`config.mk`:
```
export PLATFORM = sky130hd
export DESIGN_NAME = pe_stream_scheduler_flat
export DESIGN_NICKNAME = d
export VERILOG_FILES = /design/src/rtl/pe_stream_scheduler_if.sv /design/src/rtl/pe_stream_scheduler.sv /design/src/flat_wrapper.sv
export SDC_FILE = /design/constraint.sdc
export NUM_CORES = 1
export LEC_CHECK = 0
export BUFFER_PORTS_ARGS = -buffer_cell sky130_fd_sc_hd__buf_2
export CORE_MARGIN = 5
export CORE_UTILIZATION = 35
export CTS_CLUSTER_DIAMETER = 80
export DETAILED_ROUTE_END_ITERATION = 8
export PLACE_DENSITY = 0.74
export REMOVE_ABC_BUFFERS = 1
export SLEW_MARGIN = 40
export SYNTH_ARGS = -nofsm -noshare
export SYNTH_HDL_FRONTEND = slang
export SYNTH_SLANG_ARGS = --single-unit
```
`constraint.sdc`:
```
create_clock -name clk -period 2.8 [get_ports clk]
set_input_delay 0.42 -clock clk [delete_from_list [all_inputs] [get_ports clk]]
set_output_delay 0.42 -clock clk [all_outputs]
set_load 0.005 [all_outputs]
```
`src/rtl/pe_stream_scheduler_if.sv`:
```
// Bundles the control, GLB and PE stream signals of one PE stream scheduler.
// The scheduler connects through the master modport; the GLB/PE side uses slave.
interface pe_stream_scheduler_if #(
    parameter int DATA_BITS   = 32,
    parameter int ADDR_BITS   = 16,
    parameter int CONFIG_SIZE = 13
);
    logic                   start;
    logic [CONFIG_SIZE-1:0] cfg;
    logic [ADDR_BITS-1:0]   filter_base;
    logic [ADDR_BITS-1:0]   ifmap_base;
    logic [ADDR_BITS-1:0]   dw_ipsum_base;
    logic [ADDR_BITS-1:0]   pw_ipsum_base;
    logic [ADDR_BITS-1:0]   opsum_base;

    logic                   glb_ren;
    logic [ADDR_BITS-1:0]   glb_raddr;
    logic [DATA_BITS-1:0]   glb_rdata;
    logic                   glb_wen;
    logic [ADDR_BITS-1:0]   glb_waddr;
    logic [DATA_BITS-1:0]   glb_wdata;

    logic                   PE_en;
    logic [CONFIG_SIZE-1:0] i_config;
    logic [DATA_BITS-1:0]   ifmap;
    logic [DATA_BITS-1:0]   filter;
    logic [DATA_BITS-1:0]   depthwise_ipsum;
    logic [DATA_BITS-1:0]   pointwise_ipsum;
    logic                   ifmap_valid;
    logic                   filter_valid;
    logic                   depthwise_ipsum_valid;
    logic                   pointwise_ipsum_valid;
    logic                   ifmap_ready;
    logic                   filter_ready;
    logic                   depthwise_ipsum_ready;
    logic                   pointwise_ipsum_ready;
    logic [DATA_BITS-1:0]   opsum;
    logic                   opsum_valid;
    logic                   opsum_ready;
    logic                   busy;
    logic                   done;

    modport master (
        input  start, cfg, filter_base, ifmap_base, dw_ipsum_base, pw_ipsum_base, opsum_base,
        input  glb_rdata,
        input  ifmap_ready, filter_ready, depthwise_ipsum_ready, pointwise_ipsum_ready,
        input  opsum, opsum_valid,
        output glb_ren, glb_raddr, glb_wen, glb_waddr, glb_wdata,
        output PE_en, i_config, ifmap, filter, depthwise_ipsum, pointwise_ipsum,
        output ifmap_valid, filter_valid, depthwise_ipsum_valid, pointwise_ipsum_valid,
        output opsum_ready, busy, done
    );

    modport slave (
        output start, cfg, filter_base, ifmap_base, dw_ipsum_base, pw_ipsum_base, opsum_base,
        output glb_rdata,
        output ifmap_ready, filter_ready, depthwise_ipsum_ready, pointwise_ipsum_ready,
        output opsum, opsum_valid,
        input  glb_ren, glb_raddr, glb_wen, glb_waddr, glb_wdata,
        input  PE_en, i_config, ifmap, filter, depthwise_ipsum, pointwise_ipsum,
        input  ifmap_valid, filter_valid, depthwise_ipsum_valid, pointwise_ipsum_valid,
        input  opsum_ready, busy, done
    );
endinterface

```
`src/rtl/pe_stream_scheduler.sv`:
```
// Walks one PE through a layer tile: config pulse, filter load, then per column
// ifmap / depthwise ipsum / pointwise ipsum reads from the GLB and opsum writes back.
module pe_stream_scheduler #(
    parameter int DATA_BITS   = 32,
    parameter int ADDR_BITS   = 16,
    parameter int CONFIG_SIZE = 13
) (
    input logic                clk,
    input logic                rst,
    pe_stream_scheduler_if.master bus
);
    localparam int NS = 4;  // read streams: 0 filter, 1 ifmap, 2 dw ipsum, 3 pw ipsum

    typedef enum logic [2:0] {
        S_IDLE, S_CFG, S_FILTER, S_IFMAP, S_DW, S_PW, S_OPSUM, S_DONE
    } state_t;

    state_t                 state_q, state_d;
    logic [CONFIG_SIZE-1:0] cfg_q;
    logic [ADDR_BITS-1:0]   rptr_q [NS];
    logic [ADDR_BITS-1:0]   base_w [NS];
    logic [ADDR_BITS-1:0]   wptr_q;
    logic [4:0]             col_q, col_d;
    logic [5:0]             issue_q, issue_d;
    logic [5:0]             remain_q, remain_d;
    logic                   inflight_q;
    logic                   hold_valid_q;
    logic [DATA_BITS-1:0]   hold_q;

    logic [5:0] p_w, q_w, rs_w, filt_cnt, dw_cnt, ifm0_cnt, cnt_val;
    logic [1:0] sid;
    logic       in_stream, ready_sel, xfer, ren, wr, last, start_acc, cnt_load;

    assign base_w[0] = bus.filter_base;
    assign base_w[1] = bus.ifmap_base;
    assign base_w[2] = bus.dw_ipsum_base;
    assign base_w[3] = bus.pw_ipsum_base;

    assign p_w      = {4'd0, cfg_q[8:7]} + 6'd1;
    assign q_w      = {4'd0, cfg_q[1:0]} + 6'd1;
    assign rs_w     = {4'd0, cfg_q[11:10]} + 6'd1;
    assign filt_cnt = p_w * rs_w;
    assign dw_cnt   = cfg_q[12] ? q_w : p_w;
    assign ifm0_cnt = rs_w;

    always_comb begin
        sid       = 2'd0;
        in_stream = 1'b0;
        ready_sel = 1'b0;
        case (state_q)
            S_FILTER: begin sid = 2'd0; in_stream = 1'b1; ready_sel = bus.filter_ready;          end
            S_IFMAP:  begin sid = 2'd1; in_stream = 1'b1; ready_sel = bus.ifmap_ready;           end
            S_DW:     begin sid = 2'd2; in_stream = 1'b1; ready_sel = bus.depthwise_ipsum_ready; end
            S_PW:     begin sid = 2'd3; in_stream = 1'b1; ready_sel = bus.pointwise_ipsum_ready; end
            default:  ;
        endcase
    end

    assign xfer = in_stream && hold_valid_q && ready_sel;
    // A new read may only be issued once the holding register is free or emptying now.
    assign ren  = in_stream && (issue_q != 6'd0) && !inflight_q && (!hold_valid_q || xfer);
    assign wr   = (state_q == S_OPSUM) && bus.opsum_valid;
    assign last = (remain_q == 6'd1);

    always_comb begin
        state_d   = state_q;
        col_d     = col_q;
        start_acc = 1'b0;
        cnt_load  = 1'b0;
        cnt_val   = 6'd0;
        case (state_q)
            S_IDLE: if (bus.start) begin
                state_d   = S_CFG;
                start_acc = 1'b1;
                col_d     = 5'd0;
            end
            S_CFG: begin
                state_d  = S_FILTER;
                cnt_load = 1'b1;
                cnt_val  = filt_cnt;
            end
            S_FILTER: if (xfer && last) begin
                state_d  = S_IFMAP;
                cnt_load = 1'b1;
                cnt_val  = ifm0_cnt;
            end
            S_IFMAP: if (xfer && last) begin
                state_d  = S_DW;
                cnt_load = 1'b1;
                cnt_val  = dw_cnt;
            end
            S_DW: if (xfer && last) begin
                state_d  = cfg_q[12] ? S_PW : S_OPSUM;
                cnt_load = 1'b1;
                cnt_val  = cfg_q[12] ? 6'd4 : p_w;
            end
            S_PW: if (xfer && last) begin
                state_d  = S_OPSUM;
                cnt_load = 1'b1;
                cnt_val  = p_w;
            end
            S_OPSUM: if (wr && last) begin
                cnt_load = 1'b1;
                if (col_q == cfg_q[6:2]) begin
                    state_d = S_DONE;
                end else begin
                    state_d = S_IFMAP;
                    col_d   = col_q + 5'd1;
                    cnt_val = 6'd1;
                end
            end
            S_DONE:  state_d = S_IDLE;
            default: state_d = S_IDLE;
        endcase

        issue_d  = ren ? issue_q - 6'd1 : issue_q;
        remain_d = (xfer || wr) ? remain_q - 6'd1 : remain_q;
        if (cnt_load) begin
            remain_d = cnt_val;
            issue_d  = (state_d == S_OPSUM || state_d == S_DONE) ? 6'd0 : cnt_val;
        end
    end

    always_ff @(posedge clk or negedge rst) begin
        if (!rst) begin
            state_q      <= S_IDLE;
            cfg_q        <= '0;
            wptr_q       <= '0;
            col_q        <= '0;
            issue_q      <= '0;
            remain_q     <= '0;
            inflight_q   <= 1'b0;
            hold_valid_q <= 1'b0;
            hold_q       <= '0;
            for (int i = 0; i < NS; i++) rptr_q[i] <= '0;
        end else begin
            state_q    <= state_d;
            col_q      <= col_d;
            issue_q    <= issue_d;
            remain_q   <= remain_d;
            inflight_q <= ren;
            if (start_acc) begin
                cfg_q  <= bus.cfg;
                wptr_q <= bus.opsum_base;
            end else if (wr) begin
                wptr_q <= wptr_q + 1'b1;
            end
            for (int i = 0; i < NS; i++) begin
                if (start_acc)
                    rptr_q[i] <= base_w[i];
                else if (ren && sid == 2'(i))
                    rptr_q[i] <= rptr_q[i] + 1'b1;
            end
            if (inflight_q) begin
                hold_q       <= bus.glb_rdata;
                hold_valid_q <= 1'b1;
            end else if (xfer) begin
                hold_valid_q <= 1'b0;
            end
        end
    end

    assign bus.glb_ren               = ren;
    assign bus.glb_raddr             = ren ? rptr_q[sid] : '0;
    assign bus.glb_wen               = wr;
    assign bus.glb_waddr             = wr ? wptr_q : '0;
    assign bus.glb_wdata             = wr ? bus.opsum : '0;
    assign bus.PE_en                 = (state_q == S_CFG);
    assign bus.i_config              = cfg_q;
    assign bus.filter                = hold_q;
    assign bus.ifmap                 = hold_q;
    assign bus.depthwise_ipsum       = hold_q;
    assign bus.pointwise_ipsum       = hold_q;
    assign bus.filter_valid          = (state_q == S_FILTER) && hold_valid_q;
    assign bus.ifmap_valid           = (state_q == S_IFMAP) && hold_valid_q;
    assign bus.depthwise_ipsum_valid = (state_q == S_DW) && hold_valid_q;
    assign bus.pointwise_ipsum_valid = (state_q == S_PW) && hold_valid_q;
    assign bus.opsum_ready           = (state_q == S_OPSUM);
    assign bus.busy                  = (state_q != S_IDLE);
    assign bus.done                  = (state_q == S_DONE);
endmodule

```
`src/flat_wrapper.sv`:
```
// flat-port wrapper written by rule: the top's interface ports become plain ports
module pe_stream_scheduler_flat 
#(
    parameter int DATA_BITS   = 32,
    parameter int ADDR_BITS   = 16,
    parameter int CONFIG_SIZE = 13
)
  (clk, rst, bus_start, bus_cfg, bus_filter_base, bus_ifmap_base, bus_dw_ipsum_base, bus_pw_ipsum_base, bus_opsum_base, bus_glb_rdata, bus_ifmap_ready, bus_filter_ready, bus_depthwise_ipsum_ready, bus_pointwise_ipsum_ready, bus_opsum, bus_opsum_valid, bus_glb_ren, bus_glb_raddr, bus_glb_wen, bus_glb_waddr, bus_glb_wdata, bus_PE_en, bus_i_config, bus_ifmap, bus_filter, bus_depthwise_ipsum, bus_pointwise_ipsum, bus_ifmap_valid, bus_filter_valid, bus_depthwise_ipsum_valid, bus_pointwise_ipsum_valid, bus_opsum_ready, bus_busy, bus_done);
  pe_stream_scheduler_if #(.DATA_BITS(DATA_BITS), .ADDR_BITS(ADDR_BITS), .CONFIG_SIZE(CONFIG_SIZE)) bus_i ();
  input logic clk;
  input logic rst;
  input wire logic [$bits(bus_i.start)-1:0] bus_start;
  input wire logic [$bits(bus_i.cfg)-1:0] bus_cfg;
  input wire logic [$bits(bus_i.filter_base)-1:0] bus_filter_base;
  input wire logic [$bits(bus_i.ifmap_base)-1:0] bus_ifmap_base;
  input wire logic [$bits(bus_i.dw_ipsum_base)-1:0] bus_dw_ipsum_base;
  input wire logic [$bits(bus_i.pw_ipsum_base)-1:0] bus_pw_ipsum_base;
  input wire logic [$bits(bus_i.opsum_base)-1:0] bus_opsum_base;
  input wire logic [$bits(bus_i.glb_rdata)-1:0] bus_glb_rdata;
  input wire logic [$bits(bus_i.ifmap_ready)-1:0] bus_ifmap_ready;
  input wire logic [$bits(bus_i.filter_ready)-1:0] bus_filter_ready;
  input wire logic [$bits(bus_i.depthwise_ipsum_ready)-1:0] bus_depthwise_ipsum_ready;
  input wire logic [$bits(bus_i.pointwise_ipsum_ready)-1:0] bus_pointwise_ipsum_ready;
  input wire logic [$bits(bus_i.opsum)-1:0] bus_opsum;
  input wire logic [$bits(bus_i.opsum_valid)-1:0] bus_opsum_valid;
  output wire logic [$bits(bus_i.glb_ren)-1:0] bus_glb_ren;
  output wire logic [$bits(bus_i.glb_raddr)-1:0] bus_glb_raddr;
  output wire logic [$bits(bus_i.glb_wen)-1:0] bus_glb_wen;
  output wire logic [$bits(bus_i.glb_waddr)-1:0] bus_glb_waddr;
  output wire logic [$bits(bus_i.glb_wdata)-1:0] bus_glb_wdata;
  output wire logic [$bits(bus_i.PE_en)-1:0] bus_PE_en;
  output wire logic [$bits(bus_i.i_config)-1:0] bus_i_config;
  output wire logic [$bits(bus_i.ifmap)-1:0] bus_ifmap;
  output wire logic [$bits(bus_i.filter)-1:0] bus_filter;
  output wire logic [$bits(bus_i.depthwise_ipsum)-1:0] bus_depthwise_ipsum;
  output wire logic [$bits(bus_i.pointwise_ipsum)-1:0] bus_pointwise_ipsum;
  output wire logic [$bits(bus_i.ifmap_valid)-1:0] bus_ifmap_valid;
  output wire logic [$bits(bus_i.filter_valid)-1:0] bus_filter_valid;
  output wire logic [$bits(bus_i.depthwise_ipsum_valid)-1:0] bus_depthwise_ipsum_valid;
  output wire logic [$bits(bus_i.pointwise_ipsum_valid)-1:0] bus_pointwise_ipsum_valid;
  output wire logic [$bits(bus_i.opsum_ready)-1:0] bus_opsum_ready;
  output wire logic [$bits(bus_i.busy)-1:0] bus_busy;
  output wire logic [$bits(bus_i.done)-1:0] bus_done;
  assign bus_i.start = bus_start;
  assign bus_i.cfg = bus_cfg;
  assign bus_i.filter_base = bus_filter_base;
  assign bus_i.ifmap_base = bus_ifmap_base;
  assign bus_i.dw_ipsum_base = bus_dw_ipsum_base;
  assign bus_i.pw_ipsum_base = bus_pw_ipsum_base;
  assign bus_i.opsum_base = bus_opsum_base;
  assign bus_i.glb_rdata = bus_glb_rdata;
  assign bus_i.ifmap_ready = bus_ifmap_ready;
  assign bus_i.filter_ready = bus_filter_ready;
  assign bus_i.depthwise_ipsum_ready = bus_depthwise_ipsum_ready;
  assign bus_i.pointwise_ipsum_ready = bus_pointwise_ipsum_ready;
  assign bus_i.opsum = bus_opsum;
  assign bus_i.opsum_valid = bus_opsum_valid;
  assign bus_glb_ren = bus_i.glb_ren;
  assign bus_glb_raddr = bus_i.glb_raddr;
  assign bus_glb_wen = bus_i.glb_wen;
  assign bus_glb_waddr = bus_i.glb_waddr;
  assign bus_glb_wdata = bus_i.glb_wdata;
  assign bus_PE_en = bus_i.PE_en;
  assign bus_i_config = bus_i.i_config;
  assign bus_ifmap = bus_i.ifmap;
  assign bus_filter = bus_i.filter;
  assign bus_depthwise_ipsum = bus_i.depthwise_ipsum;
  assign bus_pointwise_ipsum = bus_i.pointwise_ipsum;
  assign bus_ifmap_valid = bus_i.ifmap_valid;
  assign bus_filter_valid = bus_i.filter_valid;
  assign bus_depthwise_ipsum_valid = bus_i.depthwise_ipsum_valid;
  assign bus_pointwise_ipsum_valid = bus_i.pointwise_ipsum_valid;
  assign bus_opsum_ready = bus_i.opsum_ready;
  assign bus_busy = bus_i.busy;
  assign bus_done = bus_i.done;
  pe_stream_scheduler #(.DATA_BITS(DATA_BITS), .ADDR_BITS(ADDR_BITS), .CONFIG_SIZE(CONFIG_SIZE)) u_core (.clk(clk), .rst(rst), .bus(bus_i));
endmodule
```
==> flow_summary.ini, run 1 <==
[setup_path]
worstPathArrival_ns = 2.29
reg2reg_to = u_core.issue_q[4]
worst-path-max-fanout = 14
timing.rr.start = u_core.bus.i_config[11]
cp_cell_sequence = mux2_2 -> a221oi_2 -> or4_4 -> buf_6 -> nor2_1 -> buf_2
crit_cells = 6
startpoint_type = flip-flop
cp-end-kind = output port
slowest_delay_ns = 0.57
worst_path_max_delay_cell = or4_4
critPathKind = reg2out
worstPathRequired_ns = 2.38
crit_family = simple AND/OR/NAND/NOR gates
worst-path-buf-inv = 2
r2r_slack_ns = 0.10
worstSetupStartpoint = u_core.state_q[0]
r2r_cells = 11
crit_path_end = bus_glb_raddr[3]

[logic_synthesis]
synthMuxAreaShare = 0.0682
yosysMostFrequentCell = dfrtp_1
syn-cell-area_um2 = 9440
synth_compound_area_frac = 0.107
ys_ff_latch = 147
yosys.area_share.xor_xnor = 0.0760
synth_commonest_cells = dfrtp_1, nand2_1, buf_4
synthAdderAreaFrac = 0.0281
synth_warnings = 0
synth.area.top_cells = dfrtp_1, buf_4, nand2_1
seq_area_frac_synth = 0.390
synth_top_family_by_area = simple AND/OR/NAND/NOR gates
ys.flop_type = dfrtp_1
syn_area_per_cell_um2 = 8.88
ys_async_sr_fraction = 1.00
synth_edf_count = 0
yosysTopAreaCell = dfrtp_1
netlist_instances = 1064
synth_top_area_frac = 0.390
yosys.area_share.simple = 0.224
synth.distinct_cells = 63

[timing]
setup_viol = 0
slew_headroom = 0.543
fin_skew_ns = 0.0123
finalHoldViolations = 0
worstMarginPinSlew_ns = 0.686
grt_setup_unrepaired = no
finalCriticalPeriod_ns = 2.71
drv_slew = 0
fmax_mhz = 369
final.period_utilization = 0.968

[routing]
vias = 8644
drtPass1Iterations = 5
drt_iter0_drc = 658
vias_per_cell = 5.06
ant_nets = 0
avgRoutedWirePerCell_um = 17.3
remaining_drc_errors = 0
routed_wl_um = 29500

[cts]
cts_buffers = 17
h-tree-depth = 4
path_clk_slew_ns = 0.07
clkLatencyLatePin_ns = 0.43
cts.sinks = 147
cts_tree = done
clockBufferDepth = 2
clock-root-buffer = clkbuf_16

[pwr]
leakage_nw = 5.65
powerDensity_nw_per_um2 = 1080
vdd_drop_max_mv = 0.740
power.total_w = 0.0127

[die]
die_x_um = 174
start_util = 0.353
pin_count = 380
die_h_um = 174
rows = 60
core_um2 = 26700
die-area_um2 = 30400

[layout]
nets = 1538
layout-drive-gt1-share = 0.378
finalNonFillerCells = 1707
area_growth_pct = 25.3
n_antenna_cell = 0

[global_routing]
grt_max_degree = 82
track_usage = 0.189
antenna_found_initial = 8
grt_pass1_wl_um = 46500
gr-total-overflow = 0
grt_pass1_vias = 8639

[placement]
hpwl_um = 23100
io_buffers = 379
dpl.cell_count = 1671
routabilityCongestion = 0.902

[min_path]
min_path_type = in2reg

[status]
status = completed

[run]
maxCapViolCount = 0
## per-stage QoR
stage | cell area (µm²) | util | hold slack [ns] | TNS (ns) | setup WS, ns
CTS | 11800 | 0.441 | 0.163 | 0 | 0.0107
global placement | 11100 | 0.417 | 0.444 | 0 | 0.0845
floorplan | 8520 | - | 0.124 | -80.06 | -0.988
global route | 11800 | 0.443 | 0.172 | 0 | 0.00988
finish | 11800 | 0.443 | 0.185 | 0 | 0.0894
detailed placement | 11100 | 0.417 | 0.445 | 0 | 0.0533
## tightest hold or removal path, cell delays in order
cell and delay (ns):
buf_2 0.07, nand2_1 0.04, nand2_1 0.04
## per-layer routing
metal / GRT usage / vias up / share of wire
li1: - / 4121 / -
met4: 0.0508 / 16 / 0.019
met3: 0.0596 / 47 / 0.083
met2: 0.319 / 385 / 0.48
met5: 0 / - / 0.0033
met1: 0.234 / 4075 / 0.42
## worst min path at each step
stage | depth (start not counted) | start | end
2_1_floorplan | 0 | rst | u_core.bus.depthwise_ipsum[0]
3_3_place_gp | 1 | rst | u_core.bus.depthwise_ipsum[10]
3_5_place_dp | 1 | rst | u_core.bus.i_config[3]
4_1_cts | 3 | bus_cfg[0] | u_core.bus.i_config[0]
5_1_grt | 3 | bus_cfg[1] | u_core.bus.i_config[1]
6_report | 3 | bus_cfg[0] | u_core.bus.i_config[0]
## area by class of cell
class	instances	area, µm²
fill	2607	14900
multi-input combinational	747	4800
sequential	147	3680
timing repair buffer	417	2230
tap	341	427
clock buffer	17	425
clock inverter	15	180
inverter	23	86.3
## cells in the final DEF, fill, tap and decap left out, types with 17 or more instances in the layout
master     Yosys  layout
a21oi_1       33      33
and2_1        59      57
buf_2          7     378
buf_4         98      33
clkbuf_16      0      17
dfrtp_1      147     144
ha_1          18      17
inv_1         21      20
mux2_2        35      35
mux2i_1       25      25
nand2_1      143     142
nand3_1       33      33
nor2_1        88      86
nor3_1        28      28
o21ai_0       64      64
xnor2_1       48      47
xor2_1        34      34
## what timing repair did
action	4_1_cts	5_1_grt
pin swaps	0	2
gates resized for setup	4	11
setup endpoints to repair	17	62
cloned	0	0
hold endpoints to repair	46	0
hold buffers	1	0
setup buffers	1	2
## report_power, final
group	internal (W)	switching (W)	leakage, nW
sequential	0.00314	0.00126	1.78
clock	0.00136	0.00102	0.302
combinational	0.00288	0.00310	3.57
total	0.00737	0.00538	5.65
## cell families (layout without fill, tap and decap cells)
logic type,after synthesis,in the layout
and+or+nand+nor,428,428
buffers and inverters,170,472
AOI/OAI and AO/OA,157,157
DFF,147,147
xor gates and xnor gates,82,82
muxes,60,60
adders and majority gates,20,20
## registers in the layout, summed over array words and instances (netlist names)
| signal | flops |
|---|---|
| u_core.wptr_q | 16 |
| u_core.remain_q | 6 |
| u_core.hold_valid_q | 1 |
| u_core.rptr_q | 64 |
| u_core.col_q | 5 |
| u_core.inflight_q | 1 |
| u_core.bus.i_config | 13 |
| u_core.issue_q | 6 |
| u_core.state_q | 3 |
| u_core.bus.depthwise_ipsum | 32 |
(Power assumes the default switching activity.)
==> run 2, diff against run 1 <==
Settings changed: RECOVER_POWER from default to 50.
==> run 2 against run 1 <==
Worst hold slack got worse by 0.0029 ns. Global-route usage unchanged. Sequential power about the same. Highest routed layer unchanged. Clock power about the same. Fmax decreased by 0.12%. First-iteration DRC count increased by 0.91%. Combinational power decreased by 1%. The run now ends with max-capacitance violations, max-slew violations left. Non-clock buffer count unchanged.
==> flow_summary.ini, run 2 (synthesized netlist as in run 1, its figures left out) <==
[status]
status = finished, violations left
violations = max-capacitance violations, max-slew violations

[routing]
avgRoutedWirePerCell_um = 17.2
ant_nets = 0
vias = 8620
routed_wl_um = 29400
drtPass1Iterations = 5
drt_iter0_drc = 664
vias_per_cell = 5.05
remaining_drc_errors = 0

[die]
start_util = 0.353
die_x_um = 174
rows = 60
core_um2 = 26700
die-area_um2 = 30400
die_h_um = 174
pin_count = 380

[placement]
io_buffers = 379
post_dp_cell_area_um2 = 11100
hpwl_um = 23100
pre_cts_ws_ns = 0.0533
routabilityCongestion = 0.902

[setup_path]
worst_path_max_delay_cell = or4_4
worst-path-buf-inv = 2
cp_cell_sequence = mux2_2 -> a221oi_2 -> or4_4 -> buf_6 -> nor2_1 -> buf_2
slowest_delay_ns = 0.57
crit_family = simple AND/OR/NAND/NOR gates
critPathKind = reg2out
worstPathRequired_ns = 2.38
timing.rr.start = u_core.bus.i_config[11]
cp-end-kind = output port
worstSetupStartpoint = u_core.state_q[0]
worst-path-max-fanout = 14
worstPathArrival_ns = 2.29
startpoint_type = flip-flop

[timing]
slew_headroom = -0.0567
drv_slew = 58
finalWorstSetupSlack_ns = 0.0861
final.period_utilization = 0.969
whs_ns = 0.182
fmax_mhz = 368
grt_setup_unrepaired = no
worstMarginPinSlew_ns = 1.59
finalCriticalPeriod_ns = 2.71
finalHoldViolations = 0
setup_viol = 0
fin_skew_ns = 0.0121

[cts]
clockBufferDepth = 2
clock-root-buffer = clkbuf_16
cts.sinks = 147
h-tree-depth = 4
cts_tree = done
cts_buffers = 17
path_clk_slew_ns = 0.07
clkLatencyLatePin_ns = 0.43

[layout]
layout_common_cells = buf_2, dfrtp_1, nand2_1
largest_reg_flops = 64
layout-drive-gt1-share = 0.353
nets = 1538
stdcell_area_um2 = 11800
final_common_cell = buf_2
finish.utilization = 0.440
area_growth_pct = 24.6
n_antenna_cell = 0
largest-register = u_core.rptr_q

[global_routing]
grt_use_met2 = 0.319
grt_max_degree = 82
gr-total-overflow = 0
met1_usage = 0.234
grt-busiest-layer = met2
antenna_found_initial = 8
grt_pass1_vias = 8639
met3_usage = 0.0596
track_usage = 0.189
grt_pass1_wl_um = 46500

[pwr]
vdd_drop_max_mv = 0.728
powerDensity_nw_per_um2 = 1080
leakage_nw = 5.55

[min_path]
min_path_type = in2reg
hp-start = bus_cfg[0]

[run]
maxCapViolCount = 1
[run 2: changes by cell type in the layout (fill, tap and decap cells not counted)]
| cell | change |
|---|---|
| clkbuf_1 | +33 |
| o221ai_4 | -1 |
| clkbuf_2 | +3 |
| buf_6 | -1 |
| o221ai_1 | +1 |
| buf_2 | -33 |
| buf_4 | -2 |
[run 2: area by class of cell]
class | count | area (µm²)
inverters | 23 | 86.3
clock buffers | 17 | 425
multi-input cells | 747 | 4790
well taps | 341 | 427
fillers | 2626 | 15000
repair buffers | 417 | 2180
clock inverters | 15 | 180
flip-flops and latches | 147 | 3680
[run 2: path summary, 6_finish.rpt]
kind / to / slack [ns] / cells past startpoint
max: bus_glb_raddr[3] / 0.09 / 6
min: u_core.bus.i_config[0] / 0.18 / 3
max reg2reg: u_core.issue_q[4] / 0.09 / 11
min reg2reg: u_core.bus.i_config[9] / 0.48 / 2
max in group asynchronous: u_core.rptr_q[37] / 0.51 / 3
min in group asynchronous: u_core.bus.i_config[3] / 0.93 / 2
[run 2: per-layer routing]
layer,vias up,share of wire
li1,4123,-
met1,4047,0.42
met2,383,0.47
met3,51,0.087
met4,16,0.020
met5,-,0.0033
[run 2: per-stage QoR]
| step | TNS, ns | instances | total power, W |
|---|---|---|---|
| 6_report | 0 | 1707 | 0.0127 |
| 5_1_grt | 0 | 1707 | 0.0136 |
| 4_1_cts | 0 | 1705 | 0.0128 |
| 3_5_place_dp | 0 | 1671 | 0.0103 |
| 3_3_place_gp | 0 | 1671 | 0.0101 |
| 2_1_floorplan | -80.06 | 917 | 0.00745 |
[run 2: where the power goes]
group,switching (W),internal [W],total (W),leakage [nW]
logic,0.00309,0.00281,0.00590,3.47
clock network,0.00103,0.00136,0.00238,0.302
registers,0.00125,0.00314,0.00439,1.78
total,0.00537,0.00730,0.0127,5.55
[run 2: what timing repair did]
| item | in CTS | in global routing |
|---|---|---|
| gates cloned | 0 | 0 |
| hold endpoints to repair | 46 | 0 |
| hold buffers | 1 | 0 |
| pin swaps | 0 | 2 |
| buffers inserted | 1 | 2 |
| setup endpoints to repair | 17 | 62 |
| gates resized for setup | 4 | 11 |
[run 2: worst register-to-register path: cells and delay by family (launching register included)]
kind	cells	cell delay, ns
buffers and inverters	1	0.05
adder cells (fa/ha/maj)	4	1.38
AO/OA/AOI/OAI	3	0.43
AND/OR/NAND/NOR	2	0.14
XOR/XNOR	1	0.17
flip-flops	1	0.43
==> run 3, diff against run 2 <==
Settings changed: BUFFER_PORTS_ARGS -buffer_cell sky130_fd_sc_hd__buf_2 to default, DONT_BUFFER_PORTS from default to 1, PLACE_DENSITY 0.74 to 0.62.
==> run 3 against run 2 <==
The flow finishes with violations (negative hold slack). Cell count shrank 22%. Highest routed layer unchanged. Global-route usage is 1.1 points lower. Design area down 15%.
==> flow_summary.ini, run 3 (synthesized netlist as in run 1, its figures left out) <==
[status]
status = finished, violations left
violations = negative hold slack

[layout]
stdcell_area_um2 = 9950
finalNonFillerCells = 1327
area_growth_pct = 5.33
layout_common_cells = dfrtp_1, nand2_1, nor2_1
layout-drive-gt1-share = 0.141
nets = 1157
final_common_cell = dfrtp_1
largest-register = u_core.rptr_q
largest_reg_flops = 64

[setup_path]
critPathKind = reg2reg
worstPathRequired_ns = 3.12
worst_path_max_delay_cell = fa_1
worst-path-max-fanout = 5
cp_cell_sequence = ha_4 -> nand2_1 -> fa_1 -> inv_1 -> ha_2 -> fa_2 -> xnor2_2 -> nor2_2 -> a21o_1 -> a21oi_1 -> o21ba_2
worstPathArrival_ns = 2.99
crit_family = adder cells
startpoint_type = flip-flop
slowest_delay_ns = 0.50
r2r_slack_ns = 0.12
worstSetupStartpoint = u_core.bus.i_config[7]
worst-path-buf-inv = 1
timing.rr.start = u_core.bus.i_config[7]
cp-end-kind = flip-flop

[die]
core_um2 = 26700
die-area_um2 = 30400
rows = 60
start_util = 0.353
die_h_um = 174
die_x_um = 174
pin_count = 380

[global_routing]
gr-total-overflow = 0
grt_pass1_vias = 7370
grt_pass1_wl_um = 42900
antenna_found_initial = 4
grt_max_degree = 148
track_usage = 0.178

[pwr]
p_seq_frac = 0.404
power_frac_clock = 0.206
p_sw_w = 0.00509
power.total_w = 0.0115
p_comb_frac = 0.390
intPower_w = 0.00644
powerDensity_nw_per_um2 = 1160
swShare = 0.442
leakage_nw = 4.02
vdd_drop_max_mv = 0.579

[routing]
vias_per_cell = 5.43
drtPass1Iterations = 5
routed_wl_um = 27500
ant_nets = 0
avgRoutedWirePerCell_um = 20.7
drt_iter0_drc = 398
vias = 7208
remaining_drc_errors = 0

[timing]
whs_ns = -0.317
setup_tns_ns = 0
finalHoldViolations = 147
grt_setup_unrepaired = no
fin_skew_ns = 0.0143
finalCriticalPeriod_ns = 2.68
drv_slew = 0
worstMarginPinSlew_ns = 0.608
slew_headroom = 0.594
final.period_utilization = 0.956
fmax_mhz = 374
setup_viol = 0

[cts]
cts.sinks = 147
cts_tree = done
cts_buffers = 17
clockBufferDepth = 2
path_clk_slew_ns = 0.07
h-tree-depth = 4
clock-root-buffer = clkbuf_16
clkLatencyLatePin_ns = 0.43

[placement]
dpl.cell_count = 1294
post_dp_cell_area_um2 = 9250
routabilityCongestion = 0.855
hpwl_um = 20800
io_buffers = 0

[min_path]
min_path_type = in2async

[run]
maxCapViolCount = 0
## run 3: cell count changes in the layout (fill, tap and decap cells not counted), sizes merged
cell         delta
buf           -344
bufinv          -1
clkbuf         -36
clkinv          +1
diode           +1
dlygate4sd3     -1
## run 3: timing repair
item                                   4_1_cts  5_1_grt
setup endpoints to repair                   16       29
buffers inserted                             0        0
pin swaps                                    0        3
gates resized for setup                      5       17
endpoints found under the hold margin      147      147
## run 3: final cells by class
| cell class | count | area (µm²) |
|---|---|---|
| fillers | 2689 | 16800 |
| diodes | 1 | 2.50 |
| clock inverters | 15 | 180 |
| inverters | 23 | 86.3 |
| clock buffers | 17 | 425 |
| well taps | 341 | 427 |
| flip-flops and latches | 147 | 3680 |
| repair buffers | 36 | 322 |
| multi-input cells | 747 | 4820 |
## run 3: final timing paths
kind	end	depth (start not counted)
max	u_core.issue_q[4]	11
min	u_core.bus.i_config[3]	0
max reg2reg	u_core.issue_q[4]	11
min reg2reg	u_core.bus.i_config[9]	2
max in group asynchronous	u_core.state_q[1]	0
min in group clk	u_core.bus.i_config[3]	2
## run 3: through the flow
stage | setup WS [ns] | utilization
floorplan | -0.988 | -
global placement | 0.0836 | 0.346
detailed placement | 0.0606 | 0.346
CTS | 0.0131 | 0.369
global route | 0.00704 | 0.372
finish | 0.123 | 0.372
## run 3: power groups by stage
stage | combinational [W] | clock (W) | sequential, W
finish | 0.00450 | 0.00237 | 0.00466
global route | 0.00507 | 0.00255 | 0.00485
CTS | 0.00448 | 0.00244 | 0.00463
detailed placement | 0.00443 | 0 | 0.00466
global placement | 0.00432 | 0 | 0.00462
floorplan | 0.00307 | 0 | 0.00437
## run 3: per-layer routing
metal | vias up | wire (µm) | track usage
met5 | - | 54 | 0
met1 | 3492 | 11100 | 0.216
li1 | 3363 | - | -
met3 | 41 | 2570 | 0.0657
met4 | 6 | 513 | 0.0508
met2 | 306 | 13200 | 0.297
